$ cat config.mk
export PLATFORM = sky130hd
export DESIGN_NAME = lap_recorder
export DESIGN_NICKNAME = d
export VERILOG_FILES = /design/src/rtl/sw_pkg.sv /design/src/rtl/lap_regfile.sv /design/src/rtl/lap_recorder.sv
export SDC_FILE = /design/constraint.sdc
export NUM_CORES = 1
export LEC_CHECK = 0
export BUFFER_PORTS_ARGS = -buffer_cell sky130_fd_sc_hd__clkbuf_2
export CORE_MARGIN = 5
export CORE_UTILIZATION = 47
export DETAILED_ROUTE_END_ITERATION = 16
export HOLD_SLACK_MARGIN = 0.12
export PLACE_DENSITY = 0.66
export SLEW_MARGIN = 10
export SYNTH_ARGS = -nofsm -noshare
export SYNTH_HDL_FRONTEND = slang
export SYNTH_SLANG_ARGS = --single-unit
$ cat constraint.sdc
create_clock -name clk -period 3.25 [get_ports clk]
set_input_delay 0.1625 -clock clk [delete_from_list [all_inputs] [get_ports clk]]
set_output_delay 0.1625 -clock clk [all_outputs]
set_load 0.02 [all_outputs]
$ cat src/rtl/sw_pkg.sv
// Shared types and constants for the stopwatch lap/split path.
package sw_pkg;

  localparam int unsigned DIGIT_W = 4;
  localparam int unsigned LAP_W   = 16;

  // Field offsets inside a stored lap word
  localparam int unsigned MIN_LSB = 12;
  localparam int unsigned ST_LSB  = 8;
  localparam int unsigned SU_LSB  = 4;
  localparam int unsigned TEN_LSB = 0;

  typedef enum logic {
    LIVE   = 1'b0,
    RECALL = 1'b1
  } state_e;

  typedef struct packed {
    logic [DIGIT_W-1:0] min;
    logic [DIGIT_W-1:0] st;
    logic [DIGIT_W-1:0] su;
    logic [DIGIT_W-1:0] ten;
  } lap_word_t;

  // Assemble a lap word from the four live digits
  function automatic lap_word_t pack_lap(input logic [DIGIT_W-1:0] min,
                                         input logic [DIGIT_W-1:0] st,
                                         input logic [DIGIT_W-1:0] su,
                                         input logic [DIGIT_W-1:0] ten);
    logic [LAP_W-1:0] w;
    w = (LAP_W'(min) << MIN_LSB) | (LAP_W'(st) << ST_LSB)
      | (LAP_W'(su) << SU_LSB) | (LAP_W'(ten) << TEN_LSB);
    return lap_word_t'(w);
  endfunction

endpackage

$ cat src/rtl/lap_regfile.sv
// Lap storage: DEPTH x LAP_W, one write port, one registered read port.
// The read register doubles as the display register: ld_en loads live digits,
// and a same-cycle write to the read address is forwarded.
module lap_regfile
  import sw_pkg::*;
#(
  parameter int unsigned DEPTH = 4,
  parameter int unsigned IDX_W = 2
) (
  input  logic             clk,
  input  logic             rst_n,
  input  logic             we,
  input  logic [IDX_W-1:0] waddr,
  input  lap_word_t        wdata,
  input  logic [IDX_W-1:0] raddr,
  input  logic             ld_en,
  input  lap_word_t        ld_data,
  output lap_word_t        rd_data
);

  lap_word_t mem_q [DEPTH];
  lap_word_t rd_data_d;
  lap_word_t rd_data_q;

  // Storage array, intentionally not reset
  always_ff @(posedge clk) begin
    if (we) mem_q[waddr] <= wdata;
  end

  // Read data select: live load, then write forwarding, then array
  always_comb begin
    rd_data_d = mem_q[raddr];
    if (we && (waddr == raddr)) rd_data_d = wdata;
    if (ld_en) rd_data_d = ld_data;
  end

  // Read/display register
  always_ff @(posedge clk or negedge rst_n) begin
    if (!rst_n) rd_data_q <= '0;
    else        rd_data_q <= rd_data_d;
  end

  assign rd_data = rd_data_q;

endmodule

$ cat src/rtl/lap_recorder.sv
// Lap/split memory between stopwatch core and display_mux.
// Optional feature macro: LAP_BLINK_EN (blinking decimal point while recalling).
module lap_recorder
  import sw_pkg::*;
#(
  parameter int unsigned DEPTH = 4,
  parameter int unsigned IDX_W = $clog2(DEPTH)
`ifdef LAP_BLINK_EN
  , parameter int unsigned BLINK_CYCLES = 25_000_000
`endif
) (
  input  logic               clk,
  input  logic               rst_n,
  input  logic               lap_p,
  input  logic               view_p,
  input  logic               clear_p,
  input  logic [DIGIT_W-1:0] live_min,
  input  logic [DIGIT_W-1:0] live_st,
  input  logic [DIGIT_W-1:0] live_su,
  input  logic [DIGIT_W-1:0] live_ten,
  output logic [DIGIT_W-1:0] hex3,
  output logic [DIGIT_W-1:0] hex2,
  output logic [DIGIT_W-1:0] hex1,
  output logic [DIGIT_W-1:0] hex0,
  output logic               recall,
  output logic [IDX_W:0]     lap_num,
  output logic [IDX_W:0]     lap_cnt,
  output logic               overflow,
  output logic               dp_blink
);

  localparam int unsigned      CNT_W    = IDX_W + 1;
  localparam logic [CNT_W-1:0] CNT_FULL = CNT_W'(DEPTH);

  state_e           state_q, state_d;
  logic [IDX_W-1:0] wr_ptr_q, wr_ptr_d;
  logic [IDX_W-1:0] rd_ptr_q, rd_ptr_d;
  logic [CNT_W-1:0] lap_cnt_q, lap_cnt_d;
  logic [CNT_W-1:0] lap_num_q, lap_num_d;
  logic             overflow_q, overflow_d;
  logic             dp_blink_q, dp_blink_d;
  logic             we_c;
  lap_word_t        live_word_c;
  lap_word_t        rd_word;

  assign live_word_c = pack_lap(live_min, live_st, live_su, live_ten);

  // Next-state: clear beats lap beats view; a lap in LIVE may still enter recall
  always_comb begin
    state_d    = state_q;
    wr_ptr_d   = wr_ptr_q;
    rd_ptr_d   = rd_ptr_q;
    lap_cnt_d  = lap_cnt_q;
    lap_num_d  = lap_num_q;
    overflow_d = overflow_q;
    we_c       = 1'b0;
    if (clear_p) begin
      state_d    = LIVE;
      wr_ptr_d   = '0;
      rd_ptr_d   = '0;
      lap_cnt_d  = '0;
      lap_num_d  = '0;
      overflow_d = 1'b0;
    end else begin
      if (lap_p) begin
        we_c     = 1'b1;
        wr_ptr_d = wr_ptr_q + IDX_W'(1);
        if (lap_cnt_q == CNT_FULL) overflow_d = 1'b1;
        else                       lap_cnt_d  = lap_cnt_q + CNT_W'(1);
      end
      unique case (state_q)
        LIVE: begin
          if (view_p && (lap_cnt_d != '0)) begin
            state_d   = RECALL;
            rd_ptr_d  = wr_ptr_d - IDX_W'(1);
            lap_num_d = CNT_W'(1);
          end
        end
        RECALL: begin
          if (lap_p) begin
            // Display stays on the same slot, which is now one lap older
            if (lap_num_q < lap_cnt_d) lap_num_d = lap_num_q + CNT_W'(1);
          end else if (view_p) begin
            if (lap_num_q < lap_cnt_q) begin
              rd_ptr_d  = rd_ptr_q - IDX_W'(1);
              lap_num_d = lap_num_q + CNT_W'(1);
            end else begin
              state_d   = LIVE;
              lap_num_d = '0;
            end
          end
        end
        default: state_d = LIVE;
      endcase
    end
  end

`ifdef LAP_BLINK_EN
  localparam int unsigned BLINK_W = (BLINK_CYCLES > 1) ? $clog2(BLINK_CYCLES) : 1;

  logic [BLINK_W-1:0] blink_cnt_q, blink_cnt_d;

  // Blink timer: lit on recall entry, toggles every BLINK_CYCLES, dark in LIVE
  always_comb begin
    blink_cnt_d = '0;
    dp_blink_d  = 1'b0;
    if (state_d == RECALL) begin
      if (state_q == LIVE) begin
        dp_blink_d = 1'b1;
      end else if (blink_cnt_q == BLINK_W'(BLINK_CYCLES - 1)) begin
        dp_blink_d = ~dp_blink_q;
      end else begin
        blink_cnt_d = blink_cnt_q + BLINK_W'(1);
        dp_blink_d  = dp_blink_q;
      end
    end
  end

  // Blink counter register
  always_ff @(posedge clk or negedge rst_n) begin
    if (!rst_n) blink_cnt_q <= '0;
    else        blink_cnt_q <= blink_cnt_d;
  end
`else
  // Decimal point simply mirrors recall
  always_comb begin
    dp_blink_d = (state_d == RECALL);
  end
`endif

  // Control and status registers
  always_ff @(posedge clk or negedge rst_n) begin
    if (!rst_n) begin
      state_q    <= LIVE;
      wr_ptr_q   <= '0;
      rd_ptr_q   <= '0;
      lap_cnt_q  <= '0;
      lap_num_q  <= '0;
      overflow_q <= 1'b0;
      dp_blink_q <= 1'b0;
    end else begin
      state_q    <= state_d;
      wr_ptr_q   <= wr_ptr_d;
      rd_ptr_q   <= rd_ptr_d;
      lap_cnt_q  <= lap_cnt_d;
      lap_num_q  <= lap_num_d;
      overflow_q <= overflow_d;
      dp_blink_q <= dp_blink_d;
    end
  end

  lap_regfile #(
    .DEPTH (DEPTH),
    .IDX_W (IDX_W)
  ) u_regfile (
    .clk     (clk),
    .rst_n   (rst_n),
    .we      (we_c),
    .waddr   (wr_ptr_q),
    .wdata   (live_word_c),
    .raddr   (rd_ptr_d),
    .ld_en   (state_d == LIVE),
    .ld_data (live_word_c),
    .rd_data (rd_word)
  );

  assign hex3     = rd_word.min;
  assign hex2     = rd_word.st;
  assign hex1     = rd_word.su;
  assign hex0     = rd_word.ten;
  assign recall   = (state_q == RECALL);
  assign lap_num  = lap_num_q;
  assign lap_cnt  = lap_cnt_q;
  assign overflow = overflow_q;
  assign dp_blink = dp_blink_q;

endmodule

# After elaboration in Yosys (flattened, before gate mapping)
# Memory sizes are Yosys's and may differ from the RTL's.
# Cells that the tools add are included.
# W data, S select, Z words.
# word_totals
regBits	28
word_cells	69
ram_bits	64
mem_count	1
in_bits	21
output_inout_bits	25
# mem_list
name	depth	width	rd	rd_clocked_by_memory_dff	write_ports	line	source
u_regfile.mem_q	4	16	1	0	1	lap_regfile.sv:21	lap_word_t mem_q [DEPTH];
# op_classes
order_cmp	2
muxes	35
reduce_logical	7
n_addsub	5
eq_ne	5
bitwise_logic	4
# ops
cell	count
$mux W16	2
$mux W3	10
$mux W2	8
$or A16 B12 Y16	1
$or A16 B4 Y16	1
$or A16 B8 Y16	1
$mux W1	12
$add A3 B1 Y3 const B	2
$lt A3 B3 Y1	2
$pmux W3 S2	1
$ne A4 B3 Y1 const B	1
$ne A4 B4 Y1 const B	1
$pmux W2 S2	1
$reduce_bool A2 Y1	2
$sub A2 B1 Y2 const B	2
$eq A3 B3 Y1 const B	1
$ne A3 B3 Y1 const B	1
$reduce_and A3 Y1	1
$reduce_bool A3 Y1	1
$add A2 B1 Y2 const B	1
$eq A2 B2 Y1	1
$logic_and A1 B1 Y1	2
$pmux W1 S2	1
$reduce_and A2 Y1	1
$not A1 Y1	1

# Longest topological paths before layout
# depth
word_depth	13
ltp_mapped	12
depth_no_buf	10

# By module
# Synthesis repeated with hierarchy kept, for this count alone.
# unflattened
hier_cells	244
hier_area_um2	3986.3
# by_module_without_submodules
module	cells_each	n_inst	area_each_um2	seq_area_each_um2
lap_regfile	146	1	3113.0	2322.2
lap_recorder	98	1	873.3	300.3

# Least setup slack after synthesis
# Ideal clock, no wire load.
# synth_path
path_type	reg2reg
from	reg lap_cnt_q[0], in the netlist lap_cnt[0]
to	reg u_regfile.rd_data_q, in the netlist u_regfile.rd_data[10]
setup_time_ns	0.125
synth_period_minus_slack_ns	3.170
t_arrival_ns	3.044
required_time_ns	3.125
n_path_buf	3
path_slack_ns	0.080
stages_incl_launch_ff	12
cell_sequence	dfrtp_1 ha_1 and3b_1 a311o_1 a221oi_1 and4bb_1 buf_4 xnor2_1 o41a_1 buf_2 buf_6 mux2_4
# synth_lines
element	line	source
from (decl)	lap_recorder.sv:38	logic [CNT_W-1:0] lap_cnt_q, lap_cnt_d;
from (signal assigned)	lap_recorder.sv:145	lap_cnt_q <= lap_cnt_d;
to (signal assigned)	lap_regfile.sv:40	else rd_data_q <= rd_data_d;
to (decl)	lap_regfile.sv:23	lap_word_t rd_data_q;

==> results.toml <==
[run_status]
status = "completed"

[clock_tree]
clock-sinks = 92
clk_pin_slew_ns = 0.09
worstSkewPairLatency_ns = 0.35
cts_setup_buffers = 0
cts_buffer_depth = 2
cts_tree = "built"
ctsRootBufferMaster = "clkbuf_8"
numCtsBuffers = 9
htreeDepth = 3

[grt]
grt_pass1_vias = 2335
grt_pass1_wl_um = 11850
grt_use_total_pct = 14.98
antenna_found_initial = 0
grt_start_max_net_pins = 34
grt-ovfl-total = 0

[routing]
routed_via_density = 5.161
vias = 2312
routed_wl_um = 7264
wire_per_inst_um = 16.21
remaining_drc_errors = 0
drtAntennaViolNets = 0
drt_iter0_markers = 92
drtPass1Iterations = 4

[worst_setup_path]
r2r-end = "u_regfile.rd_data[15]"
path_cells = "inv_1, ha_1, and3b_1, a311o_1, a221oi_2, and4bb_2, xnor2_1, o41a_1, buf_4, mux2_1"
crit_buf_inv = 2
cp_slowest_cell = "dfrtp_2"
timing.rr.start = "lap_cnt[0]"
cp_data_arrival_time_ns = 3.34
end_kind = "flip-flop"
worst-path-max-fanout = 10
required_ns = 3.48
max_stage_delay_ns = 0.46
r2r_setup_slack_ns = 0.14
critical_path_class = "flip-flop to flip-flop"
r2r.worst_path.cells = 10
worst_setup_path_start_kind = "flip-flop"
crit_family = "compound AO/OA/AOI/OAI gates"

[cells_and_area]
antennaDiodeCount = 0
area_delta_synth_final_pct = 17.80
layout_common_cells = "edfxtp_1 (64), mux2i_1 (50), clkbuf_2 (45), dfrtp_1 (27), dlygate4sd3_1 (17)"
final_cell_area_um2 = 4793
final_common_cell = "edfxtp_1"
nNetsFinal = 367
layout-drive-gt1-share_pct = 24.71

[yosys]
ys_types = 44
ys.flop_type = "edfxtp_1"
syn-num-nets = 300
ys_ff_latch = 92
netlist_area_um2 = 4069
synth_xor_area_share_pct = 1.076
netlist_instances = 268
muxShareOfSynthArea_pct = 17.93
synth-edff-count = 64
synth_simple_gate_area_share_pct = 5.535
synth_fa_ha_area_share_pct = 3.383
ys_warn_count = 0
synth_top_family_by_area = "multiplexers"
avgSynthCellArea_um2 = 15.18
yosysSeqAreaShare_pct = 64.45
synth_compound_area_share_pct = 5.043
async_flop_share_pct = 30.43

[die]
rows = 34
die_w_um = 103.0
ios = 46
die_height_um = 103.0
design.core.area_um2 = 8593
initial_utilization_pct = 47.35
dieArea_um2 = 10620

[timing]
clock_skew_ns = 0.01611
post-route-period-util_pct = 95.78
finalHoldViolations = 0
max_freq_mhz = 321.2
rsz0062_at_grt = "false"
setup_viol = 0
min_period_ns = 3.113
relSlewSlack_pct = 36.14
maxSlewViolCount = 0
finalSetupTns_ns = 0
tightestPinTransition_ns = 0.9579

[run]
maxCapViolations = 0

[power]
power.share.switching_pct = 26.56
p_sw_w = 0.0006844
ir_drop_uv = 329.5
p_leak_nw = 1.837
p_int_w = 0.001893
power_frac_seq_pct = 52.6
p_per_area_nw_per_um2 = 537.6
p_clk_share_pct = 29.4
power_frac_comb_pct = 18.0

[min_path]
hold_depth = 2
hp-start = "clear_p"
holdPathEnd = "overflow"
min_path_type = "input pin to flip-flop"

[place]
hpwl_um = 4676
placed_area_um2 = 4407
port_buffers = 45
place_congestion = 0.8387
kinds of logic after synthesis:
kind of cell / after synthesis
flip-flops: 92
multiplexers: 67
AND/OR/NAND/NOR: 42
AO/OA/AOI/OAI: 29
buffers and inverters: 22
adder cells (fa/ha/maj): 11
XOR/XNOR: 5
registers in the layout, indices dropped and copies added (netlist names):
signal and cells:
lap_num 3, u_regfile.rd_data 16, wr_ptr_q 2, dp_blink 1, u_regfile.mem_q 64, lap_cnt 3
rd_ptr_q 2, overflow 1
how the worst max path moves through the flow:
stage | startpoint | to | slack [ns] | depth (start not counted)
after CTS | lap_cnt[0] | u_regfile.rd_data[2] | 0.02 | 10
final | lap_cnt[0] | u_regfile.rd_data[15] | 0.14 | 10
after global routing | lap_cnt[0] | u_regfile.rd_data[0] | 0.04 | 10
after detailed placement | lap_cnt[0] | u_regfile.rd_data[2] | 0.04 | 10
after global placement | lap_cnt[0] | u_regfile.rd_data[1] | 0.21 | 10
after floorplan | lap_cnt[0] | u_regfile.rd_data[10] | 0.08 | 11
cell usage after synthesis (2+ instances only):
master    number  area (um^2)
and2_1         5        31.28
buf_4          2        15.01
buf_2          6        30.03
nor2b_1        3        18.77
clkbuf_1       3        11.26
xnor2_1        4        35.03
dfrtp_1       28        700.7
mux2_1         6        67.56
nor3_1         3        15.01
mux2i_1       50        500.5
a31oi_1        2        12.51
o21a_1         2        15.01
nand2_1        5        18.77
o21ai_0        8        40.04
a21oi_1        4        20.02
edfxtp_1      64         1922
o31ai_1        2        15.01
nand2b_1       3        18.77
ha_1          11        137.6
nor2_1        14        52.55
inv_1         10        37.54
a311oi_1       2        17.52
mux2_4        10        150.1
layer usage:
metal | global-route usage (%) | routed length [um] | vias to the layer above | share of wire [%]
met2 | 25.65 | 3745 | 44 | 52
met1 | 18.71 | 3095 | 1128 | 43
met3 | 3.857 | 323 | 10 | 4.4
li1 | - | - | 1130 | -
met4 | 4.482 | 100 | 0 | 1.4
met5 | 0 | 0 | - | 0
layout make-up:
class / instances / area (um^2)
Clock buffer: 10 / 127.6
Clock inverter: 6 / 71.32
Fill cell: 711 / 3800
Inverter: 10 / 37.54
Multi-Input combinational cell: 154 / 1354
Sequential cell: 92 / 2624
Tap cell: 108 / 135.1
Timing Repair Buffer: 68 / 444.2
through the flow:
step | setup slack, ns | util (%) | instances | hold WS (ns) | total power (W)
2_1_floorplan | 0.08041 | - | 268 | -0.1331 | 0.001696
3_5_place_dp | 0.03995 | 51.28 | 415 | 0.2767 | 0.001831
5_1_grt | 0.03618 | 55.78 | 448 | 0.2331 | 0.002707
4_1_cts | 0.01527 | 55.58 | 448 | 0.1898 | 0.002607
3_3_place_gp | 0.2106 | 51.28 | 415 | 0.2753 | 0.001822
6_report | 0.1371 | 55.78 | 448 | 0.2166 | 0.002577
power groups by stage:
stage / combinational, W / clock, W / sequential [W]
finish: 0.000464 / 0.000758 / 0.00136
global route: 0.000510 / 0.000833 / 0.00136
CTS: 0.000467 / 0.000784 / 0.00136
detailed placement: 0.000450 / 0 / 0.00138
global placement: 0.000441 / 0 / 0.00138
floorplan: 0.000279 / 0 / 0.00142
timing repair:
| action | 4_1_cts | 5_1_grt |
|---|---|---|
| hold buffers | 17 | 0 |
| endpoints found under the setup margin | 0 | 16 |
| gates resized for setup | 0 | 4 |
| hold endpoints to repair | 108 | 0 |
(Power assumes the default switching activity.)
